$ cat src/rtl/csr_regfile.sv
// csr_regfile: machine-mode CSR register file for a single-hart core.
//
// Ports:
//   clk, rst_n          - rising-edge clock, asynchronous active-low reset
//   csr_addr, csr_wdata - CSR address and operand of the current instruction
//   csr_op              - 00 none, 01 write, 10 set, 11 clear
//   csr_rdata           - combinational pre-write value of the addressed CSR
//   illegal_csr         - combinational: access to an unimplemented CSR or a
//                         write-type access to mhartid
//   trap_valid, trap_cause, trap_pc, trap_val - trap entry request and data
//   mret                - mret retires this cycle
//   instr_retire        - one instruction retires this cycle (minstret)
//   trap_vector, epc    - registered {mtvec[31:2],2'b00} and mepc
//
// Parameter MTVEC_RESET sets the mtvec reset value (low two bits forced to 0).
// Optional macro CSR_COUNTERS_EN adds 64-bit mcycle/minstret counters at
// 0xB00/0xB80 and 0xB02/0xB82; without it those addresses are unimplemented.
`timescale 1ns/1ps
module csr_regfile #(
    parameter logic [31:0] MTVEC_RESET = 32'h0000_0000
) (
    input  logic        clk,
    input  logic        rst_n,
    input  logic [11:0] csr_addr,
    input  logic [31:0] csr_wdata,
    input  logic [1:0]  csr_op,
    output logic [31:0] csr_rdata,
    output logic        illegal_csr,
    input  logic        trap_valid,
    input  logic [31:0] trap_cause,
    input  logic [31:0] trap_pc,
    input  logic [31:0] trap_val,
    input  logic        mret,
    input  logic        instr_retire,
    output logic [31:0] trap_vector,
    output logic [31:0] epc
);

    localparam logic [11:0] A_MSTATUS  = 12'h300;
    localparam logic [11:0] A_MIE      = 12'h304;
    localparam logic [11:0] A_MTVEC    = 12'h305;
    localparam logic [11:0] A_MSCRATCH = 12'h340;
    localparam logic [11:0] A_MEPC     = 12'h341;
    localparam logic [11:0] A_MCAUSE   = 12'h342;
    localparam logic [11:0] A_MTVAL    = 12'h343;
    localparam logic [11:0] A_MHARTID  = 12'hF14;
`ifdef CSR_COUNTERS_EN
    localparam logic [11:0] A_MCYCLE    = 12'hB00;
    localparam logic [11:0] A_MCYCLEH   = 12'hB80;
    localparam logic [11:0] A_MINSTRET  = 12'hB02;
    localparam logic [11:0] A_MINSTRETH = 12'hB82;
`endif

    // Architectural state; mtvec and mepc keep only their aligned upper bits.
    logic        r_mstatus_mie;
    logic        r_mstatus_mpie;
    logic [31:0] r_mie;
    logic [31:2] r_mtvec;
    logic [31:0] r_mscratch;
    logic [31:2] r_mepc;
    logic [31:0] r_mcause;
    logic [31:0] r_mtval;
`ifdef CSR_COUNTERS_EN
    logic [63:0] r_mcycle;
    logic [63:0] r_minstret;
`endif

    logic [31:0] w_rdata;
    logic        w_impl;
    logic        w_illegal;
    logic [31:0] w_new;
    logic        w_wr;

    // Read mux: decodes csr_addr into the current value and an implemented flag.
    always_comb begin
        w_rdata = 32'h0000_0000;
        w_impl  = 1'b1;
        case (csr_addr)
            A_MSTATUS:   w_rdata = {19'h0_0000, 2'b11, 3'b000, r_mstatus_mpie,
                                    3'b000, r_mstatus_mie, 3'b000};
            A_MIE:       w_rdata = r_mie;
            A_MTVEC:     w_rdata = {r_mtvec, 2'b00};
            A_MSCRATCH:  w_rdata = r_mscratch;
            A_MEPC:      w_rdata = {r_mepc, 2'b00};
            A_MCAUSE:    w_rdata = r_mcause;
            A_MTVAL:     w_rdata = r_mtval;
            A_MHARTID:   w_rdata = 32'h0000_0000;
`ifdef CSR_COUNTERS_EN
            A_MCYCLE:    w_rdata = r_mcycle[31:0];
            A_MCYCLEH:   w_rdata = r_mcycle[63:32];
            A_MINSTRET:  w_rdata = r_minstret[31:0];
            A_MINSTRETH: w_rdata = r_minstret[63:32];
`endif
            default: begin
                w_rdata = 32'h0000_0000;
                w_impl  = 1'b0;
            end
        endcase
    end

    // Read-modify-write value computed from the pre-write read data.
    always_comb begin
        w_new = w_rdata;
        case (csr_op)
            2'b01:   w_new = csr_wdata;
            2'b10:   w_new = w_rdata | csr_wdata;
            2'b11:   w_new = w_rdata & ~csr_wdata;
            default: w_new = w_rdata;
        endcase
    end

    // A CSR write only commits when legal and not pre-empted by trap or mret.
    assign w_illegal   = (csr_op != 2'b00) && (!w_impl || (csr_addr == A_MHARTID));
    assign w_wr        = (csr_op != 2'b00) && !w_illegal && !trap_valid && !mret;
    assign csr_rdata   = w_rdata;
    assign illegal_csr = w_illegal;
    assign trap_vector = {r_mtvec, 2'b00};
    assign epc         = {r_mepc, 2'b00};

    // Core CSR state: trap entry beats mret, which beats a software write.
    always_ff @(posedge clk or negedge rst_n) begin
        if (!rst_n) begin
            r_mstatus_mie  <= 1'b0;
            r_mstatus_mpie <= 1'b0;
            r_mie          <= 32'h0000_0000;
            r_mtvec        <= MTVEC_RESET[31:2];
            r_mscratch     <= 32'h0000_0000;
            r_mepc         <= 30'h0000_0000;
            r_mcause       <= 32'h0000_0000;
            r_mtval        <= 32'h0000_0000;
        end else if (trap_valid) begin
            r_mepc         <= trap_pc[31:2];
            r_mcause       <= trap_cause;
            r_mtval        <= trap_val;
            r_mstatus_mpie <= r_mstatus_mie;
            r_mstatus_mie  <= 1'b0;
        end else if (mret) begin
            r_mstatus_mie  <= r_mstatus_mpie;
            r_mstatus_mpie <= 1'b1;
        end else if (w_wr) begin
            case (csr_addr)
                A_MSTATUS: begin
                    r_mstatus_mie  <= w_new[3];
                    r_mstatus_mpie <= w_new[7];
                end
                A_MIE:      r_mie      <= w_new;
                A_MTVEC:    r_mtvec    <= w_new[31:2];
                A_MSCRATCH: r_mscratch <= w_new;
                A_MEPC:     r_mepc     <= w_new[31:2];
                A_MCAUSE:   r_mcause   <= w_new;
                A_MTVAL:    r_mtval    <= w_new;
                default:    r_mscratch <= r_mscratch;
            endcase
        end
    end

`ifdef CSR_COUNTERS_EN
    // Counters: a write to either half replaces that cycle's increment.
    always_ff @(posedge clk or negedge rst_n) begin
        if (!rst_n) begin
            r_mcycle   <= 64'h0;
            r_minstret <= 64'h0;
        end else begin
            if (w_wr && (csr_addr == A_MCYCLE))
                r_mcycle <= {r_mcycle[63:32], w_new};
            else if (w_wr && (csr_addr == A_MCYCLEH))
                r_mcycle <= {w_new, r_mcycle[31:0]};
            else
                r_mcycle <= r_mcycle + 64'd1;

            if (w_wr && (csr_addr == A_MINSTRET))
                r_minstret <= {r_minstret[63:32], w_new};
            else if (w_wr && (csr_addr == A_MINSTRETH))
                r_minstret <= {w_new, r_minstret[31:0]};
            else if (instr_retire)
                r_minstret <= r_minstret + 64'd1;
            else
                r_minstret <= r_minstret;
        end
    end
`else
    // Retire strobe has no consumer when counters are not built.
    logic w_unused_retire;
    assign w_unused_retire = instr_retire;
`endif

endmodule

$ cat config.mk
export PLATFORM = sky130hd
export DESIGN_NAME = csr_regfile
export DESIGN_NICKNAME = d
export VERILOG_FILES = /design/src/rtl/csr_regfile.sv
export SDC_FILE = /design/constraint.sdc
export NUM_CORES = 1
export LEC_CHECK = 0
export ABC_AREA = 1
export CAP_MARGIN = 20
export CORE_ASPECT_RATIO = 0.5
export CORE_MARGIN = 4
export CORE_UTILIZATION = 40
export CTS_BUF_LIST = sky130_fd_sc_hd__clkbuf_16
export CTS_CLUSTER_SIZE = 10
export DETAILED_ROUTE_END_ITERATION = 6
export PLACE_DENSITY = 0.69
export SKIP_LAST_GASP = 1
export SLEW_MARGIN = 20
export SYNTH_ARGS = -nofsm -noshare
export SYNTH_HDL_FRONTEND = slang
export SYNTH_SLANG_ARGS = --single-unit
$ cat constraint.sdc
create_clock -name clk -period 2.5 [get_ports clk]
set_input_delay 0.5 -clock clk [delete_from_list [all_inputs] [get_ports clk]]
set_output_delay 0.5 -clock clk [all_outputs]
set_load 0.005 [all_outputs]
## Word-level counts from Yosys, hierarchy flattened

Index checks and enable logic that the tools add are counted.

- Equal/unequal tests: 12
- Mux-type cells: 23
- Bitwise operators: 5
- Reduce and logical (&&, ||, !) cells: 24

Operators by type and width:

| kind | number |
|---|---|
| 32-bit two-way mux | 8 |
| 32-bit case mux with 7 select lines | 1 |
| 30-bit two-way mux | 4 |
| 32-bit case mux with 3 select lines | 1 |
| 12-bit by 10-bit equality test with 1-bit output (second input constant) | 7 |
| 32-bit bitwise AND | 1 |
| 32-bit NOT | 1 |
| 32-bit bitwise OR | 1 |
| 12-bit equality test (second input constant) | 1 |
| 4-bit AND reduction | 3 |
| 2-bit nonzero test | 5 |
| 1-bit two-way mux | 9 |
| 3-bit AND reduction | 3 |
| 8-bit OR reduction | 1 |
| 3-bit nonzero test | 2 |
| 2-bit equality test (second input constant) | 2 |
| 1-bit logical AND | 4 |
| 1-bit zero test | 4 |
| 2-bit by 1-bit equality test with 1-bit output (second input constant) | 1 |
| 2-bit != test (second input constant) | 1 |
| 1-bit NOT | 2 |
| 2-bit AND reduction | 1 |
| 1-bit logical OR | 1 |

- Flip-flop bits (word level): 190
- Input bits: 147
- Output and inout bits: 97
- Word-level logic and storage cells: 72

## Depth between registers and ports, before layout

- Depth after elaboration: 13
- Depth in mapped cells: 15
- Mapped depth without buffers: 14

## Worst setup path before layout

Ideal clock, no wire load.

- Kind: input-to-output
- From: input port csr_addr[5]
- To: output port csr_rdata[15]
- Arrival time: 1670 ps
- Required time: 2000 ps
- Path slack: 330 ps
- Stages: 9
- Buffers on the path: 1
- Cell sequence: nor2_1 nand2_2 nor2_4 nand2_2 inv_2 buf_2 a22o_1 nor3_1 nor2_1

- Word-level cells in the longest chain between the ends: 2
- Elaborated cells on any way between the ends: 8
- Those cells by class: eq/ne: 7; mux: 1

Ends and longest elaborated chain:

| what | RTL line | source |
|---|---|---|
| start, declared | 24 | `input logic [11:0] csr_addr,` |
| 12-bit by 10-bit equality test with 1-bit output | 78 | `case (csr_addr)` |
| 32-bit case mux with 7 select lines (*) | 78 |  |
| end, declared | 27 | `output logic [31:0] csr_rdata,` |

Every way passes the cells marked *; elsewhere a longest branch is shown, timed or not.

## Worst setup path after layout

- From: input port csr_addr[1]
- To: output port csr_rdata[20]

Same word-level chain as after synthesis.

==> results.json <==
{
  "htreeDepth": 4,
  "path_buf_inv": 7,
  "antenna_found_initial": 0,
  "holdBufCountCts": 0,
  "port_buffers": 236,
  "setup_viol": 0,
  "vdd_drop_max_mv": 0.412,
  "cts-root-buf": "clkbuf_16",
  "fin_crit_ns": 2.49,
  "leakage_nw": 8.41,
  "num_vias": 12700,
  "cp_slowest_stage_delay_ns": 0.18,
  "finalPower_mw": 7.17,
  "hold-worst-slack_ns": -0.000407,
  "routed_wirelength_mm": 45.8,
  "yosys.area.top_type": "dfrtp_1",
  "critical-path-top-delay-family": "buffers and inverters",
  "insertion_delay_ns": 0.46,
  "synth_area_leaders": "dfrtp_1 (43%), nand2_1 (24%), nand3_1 (13%)",
  "fin_area_sq_um": 16100,
  "yosys_register_bits": 190,
  "synth_top_area_frac": 0.428,
  "worst_setup_path_end_kind": "output port",
  "required_ns": 2.00,
  "cp_max_fo": 6,
  "drt_iter0_markers": 1721,
  "async_flop_share": 1.00,
  "period_share": 0.995,
  "synth-edff-count": 0,
  "grt.total_usage": 0.289,
  "grt_pass1_vias": 11800,
  "switching_share": 0.277,
  "drc": 0,
  "drive_gt1_frac": 0.158,
  "yosysMostFrequentCell": "nand2_1",
  "critical_path.cell_chain": "clkbuf_2 -> inv_2 -> nand2_2 -> buf_4 -> nor2_4 -> buf_6 -> buf_12 -> buf_4 -> nand3_1 -> o21ai_0 -> nor2_1 -> nand2_1 -> buf_2",
  "numClockSinks": 190,
  "setup_slack_ns": 0.0134,
  "power_frac_comb": 0.150,
  "syn-instance-count": 1682,
  "r2r-start": "r_mtvec[19]",
  "yosys_warnings": 0,
  "pwr-share-clk": 0.387,
  "drtAntennaViolNets": 0,
  "fp.dieW_um": 244,
  "wl_per_cell_um": 19.2,
  "drtPass1Iterations": 6,
  "grt_max_degree": 85,
  "path_class": "in2out",
  "ff2ff_path_depth": 14,
  "final-hold-violation-count": 1,
  "fin_worst_skew_ns": 0.0114,
  "path_clk_slew_ns": 0.07,
  "p_int_mw": 5.18,
  "start_util": 0.413,
  "synth_cell_types": 30,
  "placedInstanceArea_sq_um": 14700,
  "yosys-top-cells-count": "nand2_1 (704), nand3_1 (278), dfrtp_1 (190)",
  "cts.path.max_buffers": 2,
  "n_antenna_cell": 0,
  "pre_cts_slack_ns": -0.749,
  "cts_tree": "done",
  "crit_path_start_kind": "input port",
  "maxSlewViolCount": 0,
  "core_sq_um": 26900,
  "violations": "hold timing",
  "syn-mean-instance-area_sq_um": 6.61,
  "grt_overflow": 0,
  "r2r_slack_ns": 0.60,
  "gp_congestion": 0.903,
  "timing.max_cap.violations": 0,
  "grt_pass1_wl_mm": 68.7,
  "syn-cell-area_sq_um": 11100,
  "hold_class": "in2async",
  "cts_made_buffers": 17,
  "rows": 42,
  "status": "finished, violations left",
  "power_density_nw_per_um2": 446,
  "ys_seq_area_frac": 0.428,
  "p_seq_frac": 0.463,
  "final_nets": 2145,
  "crit_top_cell": "buf_4",
  "switching_power_mw": 1.98,
  "r2r_end": "r_mcause[19]",
  "final_util": 0.597,
  "io_pins": 244,
  "hpwl_mm": 30.3,
  "max_freq_mhz": 402,
  "die_area_sq_um": 30700,
  "synthToLayoutAreaGrowth_pct": 44.6,
  "cp_slowest_cell": "nor2_4",
  "synth_flop_cell": "dfrtp_1",
  "die_h_um": 126,
  "viasPerCell": 5.34,
  "critPathArrivalTime_ns": 1.99
}
## worst max path at each step
stage,start,endpoint,slack [ns],cells past startpoint
after CTS,csr_addr[8],csr_rdata[15],-0.03,14
after global routing,csr_addr[1],csr_rdata[20],-0.03,13
final,csr_addr[1],csr_rdata[20],0.01,13
after floorplan,csr_addr[5],csr_rdata[15],0.33,9
after global placement,csr_addr[5],csr_rdata[4],-0.73,10
after detailed placement,csr_addr[2],csr_rdata[15],-0.75,12
## metrics by stage
step | cells | TNS [ns] | hold WS (ns)
5_1_grt | 2385 | -0.0655 | 0.0175
3_3_place_gp | 2300 | -84.63 | 0.455
6_report | 2385 | 0 | -0.000407
3_5_place_dp | 2300 | -85.10 | 0.459
2_1_floorplan | 1685 | 0 | 0.204
4_1_cts | 2378 | -0.0499 | 0.00530
## worst reg2reg max path: cells and delay by family (launching register included)
family        cells  cell delay, ns
flops             1            0.43
simple gates      8            0.64
buf+inv           6            0.74
## per-layer routing
| layer | wire length [um] | global-route usage | vias up | part of all wire |
|---|---|---|---|---|
| met5 | 0 | 0 | - | 0 |
| met1 | 19100 | 0.397 | 5971 | 0.42 |
| li1 | - | - | 5910 | - |
| met4 | 1450 | 0.108 | 0 | 0.032 |
| met2 | 20600 | 0.451 | 742 | 0.45 |
| met3 | 4740 | 0.0629 | 111 | 0.10 |
## cell type report
cell class              count  area, sq um
clock buffers              17          425
well taps                 374          468
inverters                 176          689
fillers                  2420        10800
repair buffers            397         4050
clock inverters            15          145
multi-input cells        1216         5530
flip-flops and latches    190         4750
## cell usage in the layout (no fill, tap or decap), drive strengths merged, types with 3 or more instances in the layout
master	synthesis	layout
nand2	709	709
nand3	281	281
dfrtp	190	190
clkdlybuf4s50	0	189
buf	52	188
inv	175	181
o21ai	131	131
nor2	68	68
clkbuf	51	29
nand4	8	8
a21boi	6	6
clkinv	1	6
dlygate4sd2	0	5
conb	1	4
a21oi	3	3
clkdlybuf4s15	0	3
## flip-flops by register name, indices dropped and copies added, names as in the netlist
signal          count
r_mtval            32
r_mie              32
r_mscratch         32
r_mstatus_mie       1
r_mcause           32
r_mtvec            30
r_mstatus_mpie      1
r_mepc             30
## power by group through the flow
stage / registers (mW) / clock network [mW] / logic [mW]
detailed placement: 3.37 / 0 / 1.03
global route: 3.33 / 2.91 / 1.17
CTS: 3.31 / 2.78 / 1.06
finish: 3.32 / 2.77 / 1.07
global placement: 3.37 / 0 / 1.02
floorplan: 3.34 / 0 / 0.430
## cells by family (layout without fill, tap and decap cells)
logic type      Yosys count  after routing  share of synthesized area
other cells               1              4                   0.000338
compound gates          142            142                     0.0660
flops                   190            190                      0.428
buf+inv                 279            605                      0.103
simple gates           1070           1070                      0.403
## repair_timing
action	4_1_cts	5_1_grt
gates resized for setup	242	45
cloned	6	2
endpoints found under the setup margin	33	39
pin swaps	30	29
buffers inserted	41	7
(Power assumes the default switching activity.)
